**src/rtl/cpu_types_pkg.sv**
```systemverilog
// Shared CPU types: machine word and the next-PC source select.
package cpu_types_pkg;
  typedef logic [31:0] word_t;
  typedef enum logic [2:0] {
    SEQ    = 3'd0,
    JR     = 3'd1,
    JUMP   = 3'd2,
    BRANCH = 3'd3,
    CALL   = 3'd4,
    RET    = 3'd5
  } pcsrc_t;
endpackage

```
**src/rtl/ras_stack.sv**
```systemverilog
// Circular return-address stack; a push when full overwrites the oldest entry.
module ras_stack #(
  parameter int DEPTH = 4,
  parameter int W     = 32
) (
  input  logic         CLK,
  input  logic         RST,
  input  logic         push,
  input  logic         pop,
  input  logic [W-1:0] din,
  output logic [W-1:0] top,
  output logic         empty,
  output logic         full
);
  localparam int PW = $clog2(DEPTH);
  localparam int CW = PW + 1;

  logic [W-1:0]  mem [DEPTH];
  logic [PW-1:0] wptr, tptr;
  logic [CW-1:0] cnt;

  assign tptr  = wptr - PW'(1);
  assign top   = mem[tptr];
  assign empty = (cnt == '0);
  assign full  = (cnt == CW'(DEPTH));

  // Entries carry no reset; only pointer and count define validity.
  always_ff @(posedge CLK) begin
    if (push) mem[wptr] <= din;
  end

  always_ff @(posedge CLK) begin
    if (RST) begin
      wptr <= '0;
      cnt  <= '0;
    end else if (push) begin
      wptr <= wptr + PW'(1);
      if (!full) cnt <= cnt + CW'(1);
    end else if (pop && !empty) begin
      wptr <= tptr;
      cnt  <= cnt - CW'(1);
    end
  end
endmodule

```
**src/rtl/fetch_pc_ras.sv**
```systemverilog
// Fetch-stage PC with next-PC select and return-address prediction/miss tracking.
module fetch_pc_ras
  import cpu_types_pkg::*;
#(
  parameter int unsigned              ADDR_W    = 32,
  parameter logic [ADDR_W-1:0]        PC_INIT   = '0,
  parameter int unsigned              RAS_DEPTH = 4,
  parameter int unsigned              CNT_W     = 16
) (
  input  logic              CLK,
  input  logic              RST,
  input  logic              pc_en,
  input  logic              flush,
  input  logic [ADDR_W-1:0] flush_addr,
  input  pcsrc_t            pc_src,
  input  logic              branch_taken,
  input  logic [15:0]       imm16,
  input  logic [25:0]       imm26,
  input  logic [ADDR_W-1:0] rdat1,
  output logic [ADDR_W-1:0] imemaddr,
  output logic [ADDR_W-1:0] pc_plus4,
  output logic              ras_empty,
  output logic              ras_full,
  output logic              ras_miss,
  output logic [CNT_W-1:0]  miss_count
);
  if (ADDR_W < 28 || ADDR_W > 32) begin : g_bad_addr_w
    $error("fetch_pc_ras: ADDR_W must be 28..32");
  end
  if (PC_INIT[1:0] != 2'b00) begin : g_bad_pc_init
    $error("fetch_pc_ras: PC_INIT must be word-aligned");
  end
  if (RAS_DEPTH < 2 || RAS_DEPTH > 16 || (RAS_DEPTH & (RAS_DEPTH - 1)) != 0) begin : g_bad_depth
    $error("fetch_pc_ras: RAS_DEPTH must be a power of two in 2..16");
  end

  logic [ADDR_W-1:0] pc, pc_nxt, jmp_tgt, br_off, rdat_al, ras_top;
  logic adv, push, pop, is_ret;
  logic unused_low_bits;

  assign unused_low_bits = ^{rdat1[1:0], flush_addr[1:0]};

  assign imemaddr = pc;
  assign pc_plus4 = pc + ADDR_W'(4);
  assign rdat_al  = {rdat1[ADDR_W-1:2], 2'b00};
  assign br_off   = {{(ADDR_W-18){imm16[15]}}, imm16, 2'b00};

  // At 28 bits the jump index covers the whole address space.
  if (ADDR_W > 28) begin : g_jmp_region
    assign jmp_tgt = {pc_plus4[ADDR_W-1:28], imm26, 2'b00};
  end else begin : g_jmp_flat
    assign jmp_tgt = {imm26, 2'b00};
  end

  assign adv      = pc_en & ~flush;
  assign is_ret   = (pc_src == RET);
  assign ras_miss = is_ret & ~ras_empty & (ras_top != rdat_al);
  assign push     = adv & (pc_src == CALL);
  assign pop      = adv & is_ret & ~ras_empty;

  ras_stack #(.DEPTH(RAS_DEPTH), .W(ADDR_W)) u_ras (
    .CLK   (CLK),
    .RST   (RST),
    .push  (push),
    .pop   (pop),
    .din   (pc_plus4),
    .top   (ras_top),
    .empty (ras_empty),
    .full  (ras_full)
  );

  always_comb begin
    pc_nxt = pc;
    case (pc_src)
      SEQ:    pc_nxt = pc_plus4;
      JR:     pc_nxt = rdat_al;
      JUMP:   pc_nxt = jmp_tgt;
      BRANCH: pc_nxt = branch_taken ? pc_plus4 + br_off : pc_plus4;
      CALL:   pc_nxt = jmp_tgt;
      RET:    pc_nxt = ras_empty ? rdat_al : ras_top;
      default: pc_nxt = pc;
    endcase
  end

  always_ff @(posedge CLK) begin
    if (RST)        pc <= PC_INIT;
    else if (flush) pc <= {flush_addr[ADDR_W-1:2], 2'b00};
    else if (pc_en) pc <= pc_nxt;
  end

  always_ff @(posedge CLK) begin
    if (RST)                                 miss_count <= '0;
    else if (adv && ras_miss && !(&miss_count)) miss_count <= miss_count + CNT_W'(1);
  end
endmodule

```
**config.mk**
```make
export PLATFORM = sky130hd
export DESIGN_NAME = fetch_pc_ras
export DESIGN_NICKNAME = d
export VERILOG_FILES = /design/src/rtl/cpu_types_pkg.sv /design/src/rtl/ras_stack.sv /design/src/rtl/fetch_pc_ras.sv
export SDC_FILE = /design/constraint.sdc
export NUM_CORES = 1
export LEC_CHECK = 0
export ABC_AREA = 1
export BUFFER_PORTS_ARGS = -buffer_cell sky130_fd_sc_hd__buf_4
export CORE_ASPECT_RATIO = 0.8
export CORE_UTILIZATION = 40
export CTS_CLUSTER_SIZE = 30
export DETAILED_ROUTE_END_ITERATION = 8
export SETUP_SLACK_MARGIN = 0.15
export SLEW_MARGIN = 30
export SYNTH_ARGS = -nofsm -noshare
export SYNTH_HDL_FRONTEND = slang
export SYNTH_SLANG_ARGS = --single-unit
```
**constraint.sdc**
```tcl
create_clock -name CLK -period 5.3 [get_ports CLK]
set_clock_uncertainty 0.2 [all_clocks]
set_input_delay 0.53 -clock CLK [delete_from_list [all_inputs] [get_ports CLK]]
set_output_delay 0.53 -clock CLK [all_outputs]
set_load 0.005 [all_outputs]
```
==> flow_summary.yaml, run 1 <==
flow_run:
  max-cap-violations: 0
synthesis:
  syn-num-nets: 1857
  seq_area_frac_synth_pct: 40.1
  ys_types: 43
  syn_inst: 1698
  async_reset_ff_share_pct: 0
  synth_warnings: 0
  synthFlopType: "edfxtp_1"
  postSynthAreaPerCell_um2: 7.20
  synth_edf_count: 128
  netlist_area_mm2: 0.0122
  ys_ff_latch: 181
cells_and_area:
  drive_gt1_share_pct: 14.3
  multiInputGateArea_mm2: 0.00630
  final.fill_count: 2997
  final_common_cell: "nand2_1"
  diodes: 0
  final_util_pct: 49.9
  seq_area_mm2: 0.00491
  mostFrequentLayoutCells: "nand2_1 (545), buf_4 (213), inv_1 (192), nand3_1 (159), edfxtp_1 (128)"
  area_delta_synth_final_pct: 20.9
  fin_nets: 2035
timing:
  hold_violations: 0
  setup_viol: 0
  final.setup.worst_slack_ps: 1040
  worst_slew_pin_slew_ps: 963
  min_period_ps: 4260
  holdWs_ps: 149
  drv_slew: 0
  finalCritPeriodShare_pct: 80.4
  rsz0062_at_grt: "no"
  slew_headroom_pct: 35.6
  clock.fmax_mhz: 235
  setup_tns_ps: 0
grt:
  antenna_found_initial: 0
  grt.total_usage_pct: 30.7
  grt_overflow: 0
  grt_pass1_vias: 11400
  grt_max_degree: 69
  grt_pass1_wl_um: 69700
clock_network:
  cts-resized-gates: 0
  cts_hold_buf: 0
  tritoncts: "yes"
  clock-sinks: 181
  h-tree-depth: 4
  cts_buffers: 17
  cts_root_buffer: "clkbuf_16"
  postCtsSetupRepairBufs: 0
  clk_pin_slew_ps: 100
  cts.path.max_buffers: 2
  clock_latency_ps: 460
setup_path:
  worst_r2r_endpoint: "imemaddr[30]"
  cp-end-kind: "flop"
  worstSetupStartpoint: "imemaddr[2]"
  start_kind: "flop"
  crit_type: "reg2reg"
  ff2ff_setup_slack_ps: 1040
  crit_required_ps: 5410
  crit_arrival_ps: 4370
  endpoint: "imemaddr[30]"
  cp_max_fo: 7
  reg2reg_from: "imemaddr[2]"
  ff2ff_path_depth: 20
power_and_ir_drop:
  p_leak_nw: 6.55
  clkPwrFrac_pct: 37.3
  internal_power_mw: 2.45
  pwr-share-comb_pct: 20.0
  seqPwrFrac_pct: 42.7
  sw_frac_of_total_pct: 33.4
  max-vdd-ir-drop_v: 0.000198
  power_density_mw_per_mm2: 249
  netSwitchingPower_mw: 1.23
routing:
  firstDrtPassIters: 6
  drcViolationCount: 0
  vias: 12500
  ant_nets: 0
  vias_per_cell: 5.44
  drtIter0Drc: 1279
  post_drt_wl_per_cell_um: 21.0
  drt_wl_total_um: 48200
placement:
  dp_worst_setup_slack_ps: 1310
  gp_congestion: 0.987
  dpl.hpwl_um: 36500
  io_buffers: 192
die:
  io_pins: 197
  core-area_mm2: 0.0296
  die_h_um: 158
  start_util_pct: 41.2
  die_area_mm2: 0.0313
  die_x_um: 197
  rows: 56
outcome:
  status: "completed"
worst_hold_path:
  hold_path.class: "in2reg"
[critical path, cell delays in order, from the launching register on]
cell and delay, ps:
dfxtp_1 470, ha_1 280, nand2_1 140, nor3_1 480
nand2_1 260, nor2_1 140, nand2_1 60, nand2_1 80
inv_1 200, ha_1 440, nand2_1 90, nor2_1 230
nand2_1 160, nor3_1 150, nand2_1 120, nand3_1 100
nand3_1 210, nand2_1 130, nand2_1 70, nand2_1 70
a21oi_1 60
[state kept, by name, indices dropped and copies added (netlist names), named ones only]
signal / cells
u_ras.mem: 128
imemaddr: 30
miss_count: 16
u_ras.cnt: 3
u_ras.wptr: 2
[synth_stat cells, drive strengths merged, types with 22 or more instances]
library cell,number,area (um^2)
xor2,29,254
nand4,40,250
o21ai,85,425
a21oi,118,591
nor3,22,120
buf,27,195
nand2,547,2060
clkbuf,31,116
edfxtp,128,3840
inv,194,728
nor2,120,460
ha,43,538
dfxtp,53,1060
nand3,160,806
[routing by layer]
metal  vias to the layer above  global-route usage, %  wire length, um
met2                       559                   47.4            21000
li1                       6036                      -                -
met5                         -                      0                0
met1                      5851                   44.7            22400
met3                        40                   4.91             4050
met4                         0                   7.35              792
[cell families (layout without fill, tap and decap cells)]
kind of cell / Yosys count / count (layout) / synth area share (%)
simple gates: 916 / 916 / 31.7
compound gates: 266 / 266 / 12.3
buf+inv: 255 / 446 / 8.60
flops: 181 / 181 / 40.1
fa+ha+maj: 45 / 45 / 4.73
xor+xnor: 35 / 35 / 2.51
[stage by stage]
stage / total power, mW / instance area, um^2 / cells
finish: 3.68 / 14800 / 2295
global route: 3.82 / 14800 / 2295
CTS: 3.68 / 14800 / 2295
detailed placement: 2.32 / 14100 / 2263
global placement: 2.32 / 14100 / 2259
floorplan: 1.99 / 12200 / 1698
[power by group through the flow]
stage | sequential [mW] | combinational, mW | clock [mW]
3_5_place_dp | 1.60 | 0.722 | 0
3_3_place_gp | 1.60 | 0.719 | 0
5_1_grt | 1.57 | 0.801 | 1.45
2_1_floorplan | 1.59 | 0.400 | 0
6_report | 1.57 | 0.736 | 1.37
4_1_cts | 1.57 | 0.726 | 1.38
[final cells by class]
cell class                      count  share of cell area, %
Multi-Input combinational cell   1262                   42.7
Sequential cell                   181                   33.2
Timing Repair Buffer              217                   11.4
Inverter                          197                   5.00
Tap cell                          406                   3.44
Clock buffer                       17                   2.88
Clock inverter                     15                   1.42
[worst min-delay path by stage]
stage                    from        endpoint  slack (ps)  cells past startpoint
2_1_floorplan    u_ras.cnt[2]    u_ras.cnt[2]         260                      2
3_3_place_gp   miss_count[15]  miss_count[15]         270                      2
3_5_place_dp   miss_count[15]  miss_count[15]         280                      2
4_1_cts        flush_addr[11]    imemaddr[11]         150                      3
5_1_grt         flush_addr[8]     imemaddr[8]         160                      3
6_report        flush_addr[8]     imemaddr[8]         150                      3
Power figures use the tool's default switching activity.
==> inputs of run 2 (changes only) <==
--- a/config.mk
+++ b/config.mk
@@ -5,7 +5,7 @@
 export SDC_FILE = /design/constraint.sdc
 export NUM_CORES = 1
 export LEC_CHECK = 0
-export ABC_AREA = 1
+export ABC_AREA = 0
 export BUFFER_PORTS_ARGS = -buffer_cell sky130_fd_sc_hd__buf_4
 export CORE_ASPECT_RATIO = 0.8
 export CORE_UTILIZATION = 40
==> constraint.sdc (replaced) <==
create_clock -name CLK -period 3.8 [get_ports CLK]
set_clock_uncertainty 0.2 [all_clocks]
set_input_delay 0.38 -clock CLK [delete_from_list [all_inputs] [get_ports CLK]]
set_output_delay 0.38 -clock CLK [all_outputs]
set_load 0.005 [all_outputs]
==> run 2 against run 1 <==
Net effect: area after synthesis fell by 12%; worst setup slack got worse by 1000 ps; cell area grew 2.0%; combinational power grew 66%; cell count decreased by 25%; sequential share of layout area is 0.61 points lower; critical path type unchanged.
==> flow_summary.yaml, run 2 <==
synthesis:
  synth_compound_area_share_pct: 16.1
  async_reset_ff_share_pct: 0
  synth_warnings: 0
  yosys-top-cells-area: "edfxtp_1 (36%), dfxtp_1 (9.9%), mux4_2 (6.7%), xnor2_1 (5.3%), ha_1 (5.0%)"
  synth_edf_count: 128
  synthFlopType: "edfxtp_1"
  synthAdderAreaFrac_pct: 5.38
  synth_top_family_by_area: "compound AO/OA/AOI/OAI gates"
  yosysTopAreaCellShare_pct: 35.8
  yosys.area_share.simple_pct: 14.3
  synth_most_common_cell: "edfxtp_1"
  syn-num-nets: 1172
  ys_types: 76
  netlist_top_cells_count: "edfxtp_1 (128), nor2_1 (101), nand2_1 (84)"
  yosys.area.top_type: "edfxtp_1"
  syn_inst: 1013
  seq_area_frac_synth_pct: 45.7
  muxShareOfSynthArea_pct: 7.66
  postSynthAreaPerCell_um2: 10.6
  netlist_area_mm2: 0.0107
  ys_ff_latch: 181
  synth_xor_area_share_pct: 7.67
clock_network:
  cts_root_buffer: "clkbuf_16"
  clk_pin_slew_ps: 80
  cts.path.max_buffers: 2
  tritoncts: "yes"
  clock_latency_ps: 450
  h-tree-depth: 4
  cts_buffers: 17
  clock-sinks: 181
power_and_ir_drop:
  netSwitchingPower_mw: 1.50
  pwr-share-comb_pct: 23.1
  p_leak_nw: 6.08
  sw_frac_of_total_pct: 28.4
  internal_power_mw: 3.80
  clkPwrFrac_pct: 36.0
  max-vdd-ir-drop_v: 0.000327
  seqPwrFrac_pct: 41.0
  power_density_mw_per_mm2: 352
setup_path:
  crit_arrival_ps: 3900
  crit_type: "reg2reg"
  cp_max_fo: 5
  start_kind: "flop"
  ff2ff_path_depth: 16
  cp-end-kind: "flop"
  crit_required_ps: 3910
die:
  io_pins: 197
  core-area_mm2: 0.0263
  start_util_pct: 40.8
  rows: 53
  die_area_mm2: 0.0275
  die_h_um: 149
  die_x_um: 185
timing:
  hold_violations: 0
  slew_headroom_pct: 38.2
  worst_slew_pin_slew_ps: 927
  finalCritPeriodShare_pct: 99.9
  min_period_ps: 3800
  rsz0062_at_grt: "yes"
  setup_viol: 0
  clock.fmax_mhz: 263
  drv_slew: 0
  holdWs_ps: 19.1
cells_and_area:
  fin_area_mm2: 0.0151
  final_common_cell: "buf_4"
  mostFrequentLayoutCells: "buf_4 (347), edfxtp_1 (128), nor2_1 (96), nand2_1 (82), a21oi_1 (60)"
  regMostFlops: "u_ras.mem"
  largest_register_ff_count: 128
  final_cell_count_no_fill: 1717
  final_util_pct: 57.3
  drive_gt1_share_pct: 39.1
  diodes: 0
  multiInputGateArea_mm2: 0.00615
  area_delta_synth_final_pct: 40.4
  final.fill_count: 2218
  seq_area_mm2: 0.00491
  fin_nets: 1506
routing:
  drtIter0Drc: 1133
  ant_nets: 0
  drcViolationCount: 0
  post_drt_wl_per_cell_um: 23.3
  vias_per_cell: 5.79
  firstDrtPassIters: 5
  vias: 9944
  drt_wl_total_um: 39900
placement:
  dp.cells: 1651
  dpl.hpwl_um: 28900
  io_buffers: 192
  gp_congestion: 0.930
  place_area_mm2: 0.0136
worst_hold_path:
  hold_path.class: "in2reg"
  min_path_cells: 3
grt:
  grt_pass1_wl_um: 57300
  antenna_found_initial: 0
  grt_max_degree: 57
  grt.total_usage_pct: 28.8
  grt_pass1_vias: 9206
  grt_overflow: 0
flow_run:
  max-cap-violations: 0
outcome:
  status: "completed"
run 2: changes by cell type in the layout (fill, tap and decap cells not counted), sizes merged, moves of 32 or more:
cell	change
a21oi	-43
buf	+138
inv	-171
mux4	+32
nand2	-463
nand3	-132
o21ai	-38
xnor2	+59
run 2: cell families after synthesis:
group,Yosys count
and+or+nand+nor,320
AOI/OAI and AO/OA,254
DFF,181
xor gates and xnor gates,94
buffers and inverters,77
adders and majority gates,45
muxes,42
run 2: cell type report:
cell class,instances,area share (%)
clock buffers,22,3.29
multi-input cells,755,40.8
well taps,357,2.96
clock inverters,10,0.846
inverters,26,0.647
flip-flops and latches,181,32.6
repair buffers,366,18.9
run 2: metrics by stage:
stage | setup WS [ps] | total power [mW] | setup TNS, ps
floorplan | 174 | 2.75 | 0
finish | 3.07 | 5.30 | 0
detailed placement | -162 | 3.28 | -232
CTS | 33.7 | 5.22 | 0
global route | -111 | 5.48 | -330
global placement | -109 | 3.27 | -115
run 2: final timing paths:
path,endpoint,startpoint,slack (ps)
hold / removal,imemaddr[18],flush_addr[18],20
setup / recovery,imemaddr[31],imemaddr[6],3
setup reg to reg,imemaddr[31],imemaddr[6],3
hold reg to reg,u_ras.cnt[2],u_ras.cnt[2],310
run 2: worst max-delay path, stage by stage, from the launching register on:
cell and delay (ps):
dfxtp_2 330, and4_4 250, nand4_1 200, buf_6 210, nor3_4 260, nand3_2 130, xnor2_2 220, ha_1 300
a21oi_2 190, o21a_1 210, nand2_1 60, o211ai_1 260, a41oi_2 170, o21a_1 200, nor3_2 200, xnor2_1 150
o22ai_1 100
run 2: power groups by stage:
| stage | sequential, mW | combinational [mW] | clock (mW) |
|---|---|---|---|
| final | 2.17 | 1.22 | 1.91 |
| after global routing | 2.17 | 1.31 | 2.00 |
| after CTS | 2.17 | 1.12 | 1.93 |
| after detailed placement | 2.21 | 1.07 | 0 |
| after global placement | 2.21 | 1.06 | 0 |
| after floorplan | 2.22 | 0.527 | 0 |
run 2: per-layer routing:
| layer | up-vias | share of wire (%) | global-route usage, % |
|---|---|---|---|
| met1 | 4905 | 44 | 41.8 |
| met4 | 0 | 2.2 | 9.34 |
| met5 | - | 0 | 0 |
| met3 | 52 | 9.0 | 5.75 |
| li1 | 4490 | - | - |
| met2 | 497 | 45 | 43.0 |
run 2: timing repair:
action	CTS	global route
pin swaps	25	33
setup endpoints to repair	13	15
hold buffers	10	0
gates resized for setup	46	63
cloned	0	1
setup buffers	8	15
endpoints found under the hold margin	10	0
==> inputs of run 3 (changes only) <==
--- a/config.mk
+++ b/config.mk
@@ -15,4 +15,5 @@
 export SLEW_MARGIN = 30
 export SYNTH_ARGS = -nofsm -noshare
 export SYNTH_HDL_FRONTEND = slang
+export SYNTH_HIERARCHICAL = 1
 export SYNTH_SLANG_ARGS = --single-unit
==> constraint.sdc (replaced) <==
create_clock -name CLK -period 3.6 [get_ports CLK]
set_clock_uncertainty 0.2 [all_clocks]
set_input_delay 0.36 -clock CLK [delete_from_list [all_inputs] [get_ports CLK]]
set_output_delay 0.36 -clock CLK [all_outputs]
set_load 0.005 [all_outputs]
==> run 3 against run 2 <==
Net effect: clock power is 2% higher; clock-buffer cell count is 3 lower; cell count is 0.93% lower; die area is 0.96% higher; utilization is 0.42 points lower; largest cell class unchanged; wire length is 2.4% lower; critical endpoint is now ras_miss; sequential share of layout area is 0.095 points higher; global-route usage is 0.94 points lower; critical path depth is 8 lower; sequential power is 6% higher; non-clock buffer count is 10 lower.
==> flow_summary.yaml, run 3 <==
outcome:
  status: "completed"
placement:
  io_buffers: 192
  place_area_mm2: 0.0136
  gp_congestion: 0.932
  dpl.hpwl_um: 28600
  dp.cells: 1633
  dp_worst_setup_slack_ps: -75.8
routing:
  vias: 9989
  drcViolationCount: 0
  vias_per_cell: 5.87
  post_drt_wl_per_cell_um: 22.9
  firstDrtPassIters: 6
  drt_wl_total_um: 39000
  drtIter0Drc: 1095
  ant_nets: 0
synthesis:
  syn-num-nets: 1163
  async_reset_ff_share_pct: 0
  synth_warnings: 6
  netlist_top_cells_count: "edfxtp_1 (128), nand2_1 (86), nor2_1 (71)"
  synth_edf_count: 128
  synth_most_common_cell: "edfxtp_1"
  yosys.area.top_type: "edfxtp_1"
  synthFlopType: "edfxtp_1"
  yosysTopAreaCellShare_pct: 35.5
  ys_ff_latch: 181
  syn_inst: 1006
  seq_area_frac_synth_pct: 45.2
  ys_types: 85
  yosys-top-cells-area: "edfxtp_1 (35%), dfxtp_1 (9.8%), mux4_2 (6.6%), xnor2_1 (5.6%), ha_1 (4.7%)"
  netlist_area_mm2: 0.0108
  postSynthAreaPerCell_um2: 10.8
timing:
  hold_violations: 0
  setup_viol: 0
  finalCritPeriodShare_pct: 97.5
  drv_slew: 0
  clock.fmax_mhz: 285
  final.setup.worst_slack_ps: 89.2
  min_period_ps: 3510
  rsz0062_at_grt: "yes"
  worst_slew_pin_slew_ps: 936
  slew_headroom_pct: 37.3
grt:
  antenna_found_initial: 0
  grt.total_usage_pct: 27.9
  grt.met2_usage_pct: 40.9
  met3_usage_pct: 5.44
  grt_max_degree: 55
  met1_usage_pct: 41.5
  grt_pass1_vias: 9249
  gr-max-usage-layer: "met1"
  grt_pass1_wl_um: 56300
  grt_overflow: 0
clock_network:
  cts.path.max_buffers: 2
  cts_root_buffer: "clkbuf_16"
  tritoncts: "yes"
  clk_pin_slew_ps: 70
  h-tree-depth: 4
  clock-sinks: 181
  clock_latency_ps: 440
  cts_buffers: 17
cells_and_area:
  area_delta_synth_final_pct: 38.7
  fin_area_mm2: 0.0150
  final_cell_count_no_fill: 1701
  regMostFlops: "u_ras/mem"
  final_common_cell: "buf_4"
  diodes: 0
  fin_nets: 1488
  mostFrequentLayoutCells: "buf_4 (334), edfxtp_1 (128), nand2_1 (83), nor2_1 (68), a21oi_1 (61)"
  largest_register_ff_count: 128
  drive_gt1_share_pct: 38.1
setup_path:
  crit_arrival_ps: 2950
  cp-end-kind: "output pin"
  crit_required_ps: 3040
  crit_type: "reg2out"
  cp_max_fo: 17
  start_kind: "flop"
die:
  rows: 53
  core-area_mm2: 0.0265
  start_util_pct: 41.0
  die_h_um: 149
  die_area_mm2: 0.0278
  die_x_um: 186
  io_pins: 197
power_and_ir_drop:
  max-vdd-ir-drop_v: 0.000391
  power_density_mw_per_mm2: 365
  p_leak_nw: 5.90
worst_hold_path:
  hold_path.class: "in2reg"
flow_run:
  max-cap-violations: 0
==> run 3: cell types whose count changed after synthesis, sizes merged, moves of 7 or more <==
cell and delta:
a22oi -7, buf +8, clkbuf -9, nor2 -29, nor3 -11, o211ai +8, o31ai +7, xor2 -9
==> run 3: through the flow <==
step,TNS [ps],utilization [%],hold WS [ps],power [mW]
2_1_floorplan,0,-,229,2.89
3_3_place_gp,-63.2,51.4,293,3.44
3_5_place_dp,-115,51.4,299,3.44
4_1_cts,0,54.8,20.2,5.40
5_1_grt,0,56.8,46.6,5.66
6_report,0,56.8,27.5,5.49
==> run 3: kinds of logic (layout without fill, tap and decap cells) <==
kind of cell             after synthesis  in the layout  synth area share (%)
AO/OA/AOI/OAI                        275            275                  17.9
XOR/XNOR                              90             90                  7.34
adder cells (fa/ha/maj)               43             43                  5.10
buffers and inverters                 77            415                  3.19
flip-flops                           181            181                  45.2
multiplexers                          38             38                  7.21
AND/OR/NAND/NOR                      302            302                  14.0
==> run 3: final cells by class <==
| cell class | instances | area, um^2 |
|---|---|---|
| inverters | 27 | 104 |
| fillers | 2283 | 11400 |
| clock inverters | 13 | 168 |
| flip-flops and latches | 181 | 4920 |
| well taps | 357 | 447 |
| clock buffers | 19 | 433 |
| repair buffers | 356 | 2780 |
| multi-input cells | 748 | 6200 |
==> run 3: worst max-delay path, stage by stage (launching register included) <==
cell and delay, ps:
dfxtp_4 370, buf_4 120, buf_12 190, mux4_2 580, xnor2_2 250, nand4_1 250
nor4_4 470, a21boi_2 140, buf_4 150
==> run 3: layer usage <==
| layer | up-vias | part of all wire [%] |
|---|---|---|
| met5 | - | 0 |
| met4 | 0 | 2.6 |
| met3 | 66 | 9.4 |
| met2 | 518 | 43 |
| met1 | 4847 | 45 |
| li1 | 4558 | - |
==> run 3: report_power, final <==
part	internal, mW	switching (mW)	total, mW
sequential	2.26	0.0252	2.29
combinational	0.578	0.675	1.25
clock	1.10	0.845	1.95
==> run 3: final timing paths <==
kind / startpoint / end / slack (ps) / cells past startpoint
min: flush_addr[18] / imemaddr[18] / 30 / 3
min reg2reg: miss_count[9] / miss_count[9] / 310 / 2
max: u_ras/wptr[0] / ras_miss / 90 / 8
max reg2reg: imemaddr[7] / imemaddr[31] / 180 / 15
==> run 3: what timing repair did <==
action | in CTS | in global routing
gates resized for setup | 22 | 82
endpoints found under the setup margin | 18 | 35
endpoints found under the hold margin | 16 | 0
cloned | 0 | 1
pin swaps | 4 | 32
hold buffers | 16 | 0
buffers inserted | 1 | 18
